### config.mk
export PLATFORM = sky130hd
export DESIGN_NAME = pipe_stage_reg_flat
export DESIGN_NICKNAME = d
export VERILOG_FILES = /design/src/rtl/pipe_stage_reg_if.sv /design/src/rtl/pipe_stage_reg.sv /design/src/flat_wrapper.sv
export SDC_FILE = /design/constraint.sdc
export NUM_CORES = 1
export LEC_CHECK = 0
export BUFFER_PORTS_ARGS = -buffer_cell sky130_fd_sc_hd__buf_2
export CAP_MARGIN = 15
export CORE_MARGIN = 8
export CORE_UTILIZATION = 49
export CTS_CLUSTER_SIZE = 16
export DETAILED_ROUTE_END_ITERATION = 8
export PLACE_DENSITY = 0.82
export SYNTH_ARGS = -nofsm -noshare
export SYNTH_HDL_FRONTEND = slang
export SYNTH_SLANG_ARGS = --single-unit
### constraint.sdc
create_clock -name clk -period 3.1 [get_ports clk]
set_clock_uncertainty 0.1 [all_clocks]
set_input_delay 0.155 -clock clk [delete_from_list [all_inputs] [get_ports clk]]
set_output_delay 0.155 -clock clk [all_outputs]
set_load 0.02 [all_outputs]
### src/rtl/pipe_stage_reg_if.sv
// Valid/ready handshake bundle carrying a data and a control payload between
// adjacent pipeline stages; master drives valid/data/ctrl, slave drives ready.
interface pipe_stage_reg_if #(
  parameter int unsigned DATA_W = 16,
  parameter int unsigned CTRL_W = 8
) ();
  logic              valid;
  logic              ready;
  logic [DATA_W-1:0] data;
  logic [CTRL_W-1:0] ctrl;

  modport master (output valid, output data, output ctrl, input  ready);
  modport slave  (input  valid, input  data, input  ctrl, output ready);
endinterface

### src/rtl/pipe_stage_reg.sv
// Parametrised pipeline-stage register with valid/ready handshake, flush and bubble control.
// Define PIPE_SKID_EN to add a second (skid) entry that registers the upstream ready path.
module pipe_stage_reg #(
  parameter int unsigned       DATA_W = 16,
  parameter int unsigned       CTRL_W = 8,
  parameter logic [CTRL_W-1:0] BUBBLE = '0
) (
  input  logic                    clk,
  input  logic                    rst,
  pipe_stage_reg_if.slave         up,
  pipe_stage_reg_if.master        dn,
  input  logic                    flush,
  output logic [1:0]              occupancy
);

`ifdef PIPE_SKID_EN
  // Encoding doubles as the entry count.
  typedef enum logic [1:0] {ST_EMPTY = 2'd0, ST_ONE = 2'd1, ST_TWO = 2'd2} state_e;
`else
  typedef enum logic {ST_EMPTY = 1'b0, ST_ONE = 1'b1} state_e;
`endif

  state_e            state_q, state_d;
  logic [DATA_W-1:0] head_data_q, head_data_d;
  logic [CTRL_W-1:0] head_ctrl_q, head_ctrl_d;
`ifdef PIPE_SKID_EN
  logic [DATA_W-1:0] skid_data_q, skid_data_d;
  logic [CTRL_W-1:0] skid_ctrl_q, skid_ctrl_d;
`endif

  logic out_valid;
  logic in_ready;
  logic do_accept;
  logic do_release;

  assign out_valid  = (state_q != ST_EMPTY);
`ifdef PIPE_SKID_EN
  assign in_ready   = (state_q != ST_TWO);
  assign occupancy  = 2'(state_q);
`else
  assign in_ready   = ~out_valid | dn.ready;
  assign occupancy  = {1'b0, out_valid};
`endif
  assign do_accept  = up.valid & in_ready & ~flush;
  assign do_release = out_valid & dn.ready;

  assign up.ready = in_ready;
  assign dn.valid = out_valid;
  assign dn.data  = head_data_q;
  // Downstream write enables must stay inactive whenever no instruction is held.
  assign dn.ctrl  = out_valid ? head_ctrl_q : BUBBLE;

  always_comb begin
    state_d     = state_q;
    head_data_d = head_data_q;
    head_ctrl_d = head_ctrl_q;
`ifdef PIPE_SKID_EN
    skid_data_d = skid_data_q;
    skid_ctrl_d = skid_ctrl_q;
`endif
    case (state_q)
      ST_EMPTY: begin
        if (do_accept) begin
          state_d     = ST_ONE;
          head_data_d = up.data;
          head_ctrl_d = up.ctrl;
        end
      end
      ST_ONE: begin
        if (do_accept && do_release) begin
          head_data_d = up.data;
          head_ctrl_d = up.ctrl;
`ifdef PIPE_SKID_EN
        end else if (do_accept) begin
          state_d     = ST_TWO;
          skid_data_d = up.data;
          skid_ctrl_d = up.ctrl;
`endif
        end else if (do_release) begin
          state_d = ST_EMPTY;
        end
      end
`ifdef PIPE_SKID_EN
      ST_TWO: begin
        if (do_release) begin
          state_d     = ST_ONE;
          head_data_d = skid_data_q;
          head_ctrl_d = skid_ctrl_q;
        end
      end
`endif
      default: state_d = ST_EMPTY;
    endcase
    if (flush) begin
      state_d = ST_EMPTY;
    end
  end

  always_ff @(posedge clk) begin
    if (rst) begin
      state_q     <= ST_EMPTY;
      head_data_q <= '0;
      head_ctrl_q <= BUBBLE;
`ifdef PIPE_SKID_EN
      skid_data_q <= '0;
      skid_ctrl_q <= BUBBLE;
`endif
    end else begin
      state_q     <= state_d;
      head_data_q <= head_data_d;
      head_ctrl_q <= head_ctrl_d;
`ifdef PIPE_SKID_EN
      skid_data_q <= skid_data_d;
      skid_ctrl_q <= skid_ctrl_d;
`endif
    end
  end

endmodule
### src/flat_wrapper.sv
// flat-port wrapper written by rule: the top's interface ports become plain ports
module pipe_stage_reg_flat 
#(
  parameter int unsigned       DATA_W = 16,
  parameter int unsigned       CTRL_W = 8,
  parameter logic [CTRL_W-1:0] BUBBLE = '0
)
  (clk, rst, flush, occupancy, up_valid, up_data, up_ctrl, up_ready, dn_valid, dn_data, dn_ctrl, dn_ready);
  pipe_stage_reg_if #(.DATA_W(DATA_W), .CTRL_W(CTRL_W)) up_i ();
  pipe_stage_reg_if #(.DATA_W(DATA_W), .CTRL_W(CTRL_W)) dn_i ();
  input  logic clk;
  input  logic rst;
  input  logic flush;
  output logic [1:0] occupancy;
  input wire logic [$bits(up_i.valid)-1:0] up_valid;
  input wire logic [$bits(up_i.data)-1:0] up_data;
  input wire logic [$bits(up_i.ctrl)-1:0] up_ctrl;
  output wire logic [$bits(up_i.ready)-1:0] up_ready;
  output wire logic [$bits(dn_i.valid)-1:0] dn_valid;
  output wire logic [$bits(dn_i.data)-1:0] dn_data;
  output wire logic [$bits(dn_i.ctrl)-1:0] dn_ctrl;
  input wire logic [$bits(dn_i.ready)-1:0] dn_ready;
  assign up_i.valid = up_valid;
  assign up_i.data = up_data;
  assign up_i.ctrl = up_ctrl;
  assign up_ready = up_i.ready;
  assign dn_valid = dn_i.valid;
  assign dn_data = dn_i.data;
  assign dn_ctrl = dn_i.ctrl;
  assign dn_i.ready = dn_ready;
  pipe_stage_reg #(.DATA_W(DATA_W), .CTRL_W(CTRL_W), .BUBBLE(BUBBLE)) u_core (.clk(clk), .rst(rst), .up(up_i), .dn(dn_i), .flush(flush), .occupancy(occupancy));
endmodule
Word-level counts from Yosys, hierarchy flattened
Index checks and enable logic that the tools add are counted.

storage, ports and cells
  flip-flop bits (word level) = 25
  bits in latches = 0
  memory bits (writable) = 0
  bits in read-only memories = 0
  input bits = 29
  output and inout bits = 28
  logic and storage cells = 25
  memories = 0

cells by class
  add/subtract/negate cells = 0
  $mul = 0
  div/mod/pow operators = 0
  magnitude comparators = 0
  eq/ne operators = 2
  shifts and indexed selects = 0
  multiplexer cells = 11
  bitwise gates (word level) = 6
  reductions and logical operators = 3

operators with widths
  kind                                                              count
  16-bit two-way mux                                                2
  16-bit case mux with 2 select lines                               1
  8-bit two-way mux                                                 3
  8-bit case mux with 2 select lines                                1
  1-bit AND                                                         3
  1-bit two-way mux                                                 3
  2-bit by 1-bit != test with 1-bit output (second input constant)  1
  2-bit != test (second input constant)                             1
  1-bit NOT                                                         2
  1-bit case mux with 2 select lines                                1
  2-bit AND reduction                                               1
  2-bit OR reduction                                                1
  1-bit logical AND                                                 1
  1-bit OR                                                          1

Depth between registers and ports, before layout
  word-level depth = 7
  gate-level depth with buffers = 5
  depth with buffers taken out = 3

Least setup slack after synthesis
OpenSTA, ideal clock, no wires.

  path type = register -> register
  start point = register u_core.state_q, in the netlist u_core.dn.valid
  end point = register u_core.head_data_q[0], in the netlist u_core.dn.data[0]
  setup time = 118 ps
  arrival time = 1,172 ps
  data required time = 2,882 ps
  slack = 1,709 ps
  stages on the path, launching flop included = 6
  path buffers = 2
  clock period less this slack = 1,391 ps
  cells stage by stage = dfxtp_1 -> nor2b_4 -> nor3b_2 -> buf_6 -> buf_12 -> mux2i_1

on the way
  cells in the longest elaborated chain, start to end = 7
  elaborated cells on any way between the ends = 10
  classes of those cells = eq/ne: 2; mux: 1; bitwise: 5; reduce/logical: 2

ends and longest elaborated chain
  what                                  RTL line                                    source
  start, declared                       pipe_stage_reg.sv:23                        state_e state_q, state_d;
  start signal, assigned                pipe_stage_reg.sv:109                       state_q <= state_d;
  1-bit NOT                             pipe_stage_reg.sv:41, pipe_stage_reg.sv:61
  1-bit OR                              pipe_stage_reg.sv:41                        assign in_ready = ~out_valid | dn.ready;
  1-bit AND (2 in series)               pipe_stage_reg.sv:44                        assign do_accept = up.valid & in_ready & ~flush;
  1-bit logical AND                     pipe_stage_reg.sv:70                        if (do_accept && do_release) begin
  2-bit != test (no source line)        --
  2-bit AND reduction (no source line)  --
  end signal, assigned                  pipe_stage_reg.sv:110                       head_data_q <= head_data_d;
  end, declared                         pipe_stage_reg.sv:24                        logic [DATA_W-1:0] head_data_q, head_data_d;

Parallel ways exist; a longest one is shown, timed or not.
A chain may end at the register's enable or synchronous reset.

Final worst setup path
  start point = register u_core.state_q, in the netlist u_core.dn.valid
  end point = register u_core.head_data_q[6], in the netlist u_core.dn.data[6]

The elaborated chain is that of the path after synthesis.

==> reports/metrics.cfg <==
[run_status]
status = complete, no violations

[global_routing]
grt_pass1_wl_mm = 4.74
grt_pass1_vias = 1079
gr-total-overflow = 0
antenna_found_initial = 0
grt_max_degree = 50
grt_usage = 0.132

[place]
dpl.hpwl_mm = 2.01
dp_cells = 197
gp_congestion = 0.790
place_ws_ns = 1.57
port_buffers = 55

[detailed_routing]
drtIter0Drc = 48
wl_per_cell_um = 12.6
drt-pass1-iter-count = 4
drc = 0
viasPerCell = 4.58
ant_nets = 0
vias = 1016
routed_wl_mm = 2.80

[critical_path]
worstPathMaxFanout = 24
crit_type = register to register
arrival_ns = 1.68
start_kind = register
endpoint_kind = register
worstPathRequired_ns = 3.24

[sta]
setup_viol = 0
rsz0062_at_grt = false
slew_viol_final = 0
max_freq_mhz = 648
fin_setup_tns_ns = 0
final_hold_viol_count = 0
fin_crit_sh = 0.498
slew_headroom = 0.636
final.setup.worst_slack_ns = 1.56
period_minus_slack_ns = 1.54
worst_pin_slew_ns = 0.546

[power]
power_mw = 0.610
p_leak_nw = 0.790
ir_drop_v = 0.000288
power_density_mw_per_mm2 = 358

[logic_synthesis]
synth_cell_type_count = 14
ys_ff_latch = 25
seq_area_frac_synth = 0.407
synth_cells = 121
yosysWarningCount = 0
synth_area_mm2 = 0.00123
synthTopCellsByArea = dfxtp_1 41%, nand2b_1 24%, mux2i_1 20%, and2_2 4.9%, buf_12 3.3%
synth.net_count = 150
synth_top_area_cell = dfxtp_1
postSynthAreaPerCell_um2 = 10.2
synthDominantCellAreaShare = 0.407

[clock_tree]
cts_tree = built
ctsResizeCount = 0
cts_inserted_buffers = 3
clock_latency_ns = 0.30
root_buffer = clkbuf_4
htree_levels = 1
clkTransAtPathRegs_ns = 0.12
cts.sinks = 25
clk_path_buf_depth = 2
cts_setup_buffers = 0

[floorplanning]
io_pins = 57
dieHeight_um = 66.1
initial_core_util = 0.505
row_count = 18
core_mm2 = 0.00243
die_area_mm2 = 0.00437
die_w_um = 66.1

[final_layout]
finalNonFillerCells = 222
area_growth_pct = 38.9
antennaDiodeCount = 0
drive_above_1_share = 0.359
utilization = 0.702
fin_nets = 222

[flow_run]
cap_violations = 0

[hold_path]
hold_class = input port to register

## synth_stat cells, drive strengths merged
| master | instances |
|---|---|
| nand2b | 48 |
| and2 | 8 |
| dfxtp | 25 |
| nor3b | 1 |
| mux2i | 24 |
| conb | 1 |
| buf | 5 |
| clkbuf | 5 |
| nor2 | 1 |
| nor2b | 1 |
| nor3 | 1 |
| inv | 1 |
## cell usage in the layout, fill, tap and decap left out
| cell | netlist | layout |
|---|---|---|
| and2_2 | 8 | 8 |
| nor3b_4 | 0 | 1 |
| inv_1 | 1 | 1 |
| dlygate4sd3_1 | 0 | 21 |
| buf_2 | 0 | 55 |
| nor3_1 | 1 | 1 |
| nand2b_1 | 48 | 48 |
| nor2_1 | 1 | 1 |
| dfxtp_1 | 25 | 25 |
| nor2b_4 | 1 | 1 |
| conb_1 | 1 | 1 |
| clkbuf_4 | 0 | 3 |
| buf_4 | 2 | 1 |
| mux2i_1 | 24 | 24 |
| clkbuf_1 | 5 | 1 |
## cell type report
cell class / count / area (µm²)
Timing Repair Buffer: 77 / 493
Multi-Input combinational cell: 85 / 646
Inverter: 1 / 3.75
Tap cell: 30 / 37.5
Clock buffer: 4 / 26.3
Fill cell: 193 / 726
Sequential cell: 25 / 500
## state kept, by name (all words and copies together) (netlist names)
name                count
u_core.dn.data         16
u_core.dn.valid         1
u_core.head_ctrl_q      8
## repair_timing
action                                 in CTS  in global routing
endpoints found under the hold margin      20                  1
hold buffers                               20                  1
setup endpoints to repair                   0                  0
## worst max-delay path: stages (launching register included)
cell     delay, ns
dfxtp_1       0.40
nor2b_4       0.17
nor3b_4       0.16
buf_4         0.39
mux2i_1       0.25
## path summary, 6_finish.rpt
check / startpoint / to / slack [ns] / cells after the start
worst max register to register: u_core.dn.valid$_SDFF_PP0_ / u_core.dn.data[6]$_SDFFE_PP0P_ / 1.56 / 4
worst min register to register: u_core.head_ctrl_q[6]$_SDFFE_PP0P_ / u_core.head_ctrl_q[6]$_SDFFE_PP0P_ / 0.38 / 2
worst min-delay path: up_ctrl[7] / u_core.head_ctrl_q[7]$_SDFFE_PP0P_ / 0.01 / 3
worst max-delay path: u_core.dn.valid$_SDFF_PP0_ / u_core.dn.data[6]$_SDFFE_PP0P_ / 1.56 / 4
## report_power, final
| group | total (mW) | switching (mW) | internal [mW] |
|---|---|---|---|
| Combinational | 0.126 | 0.0578 | 0.0681 |
| Sequential | 0.347 | 0.00889 | 0.338 |
| Clock | 0.138 | 0.0875 | 0.0502 |
## per-stage QoR
step	area [µm²]	hold slack [ns]
2_1_floorplan	1230	0.134
3_3_place_gp	1470	0.273
3_5_place_dp	1470	0.279
4_1_cts	1700	0.000774
5_1_grt	1710	0.000425
6_report	1710	0.0108
## layer usage
metal,wire (µm),part of all wire,vias up,GRT usage
met1,1160,0.41,458,0.148
met2,1410,0.50,33,0.238
li1,-,-,521,-
met4,31,0.011,0,0.0400
met5,0,0,-,0
met3,207,0.074,4,0.0339
## kinds of logic after synthesis
family,Yosys count,synth area share
simple gates,60,0.322
other cells,1,0.00305
flops,25,0.407
buf+inv,11,0.0723
mux,24,0.196
Note: power is estimated with default switching activity, not from simulation.
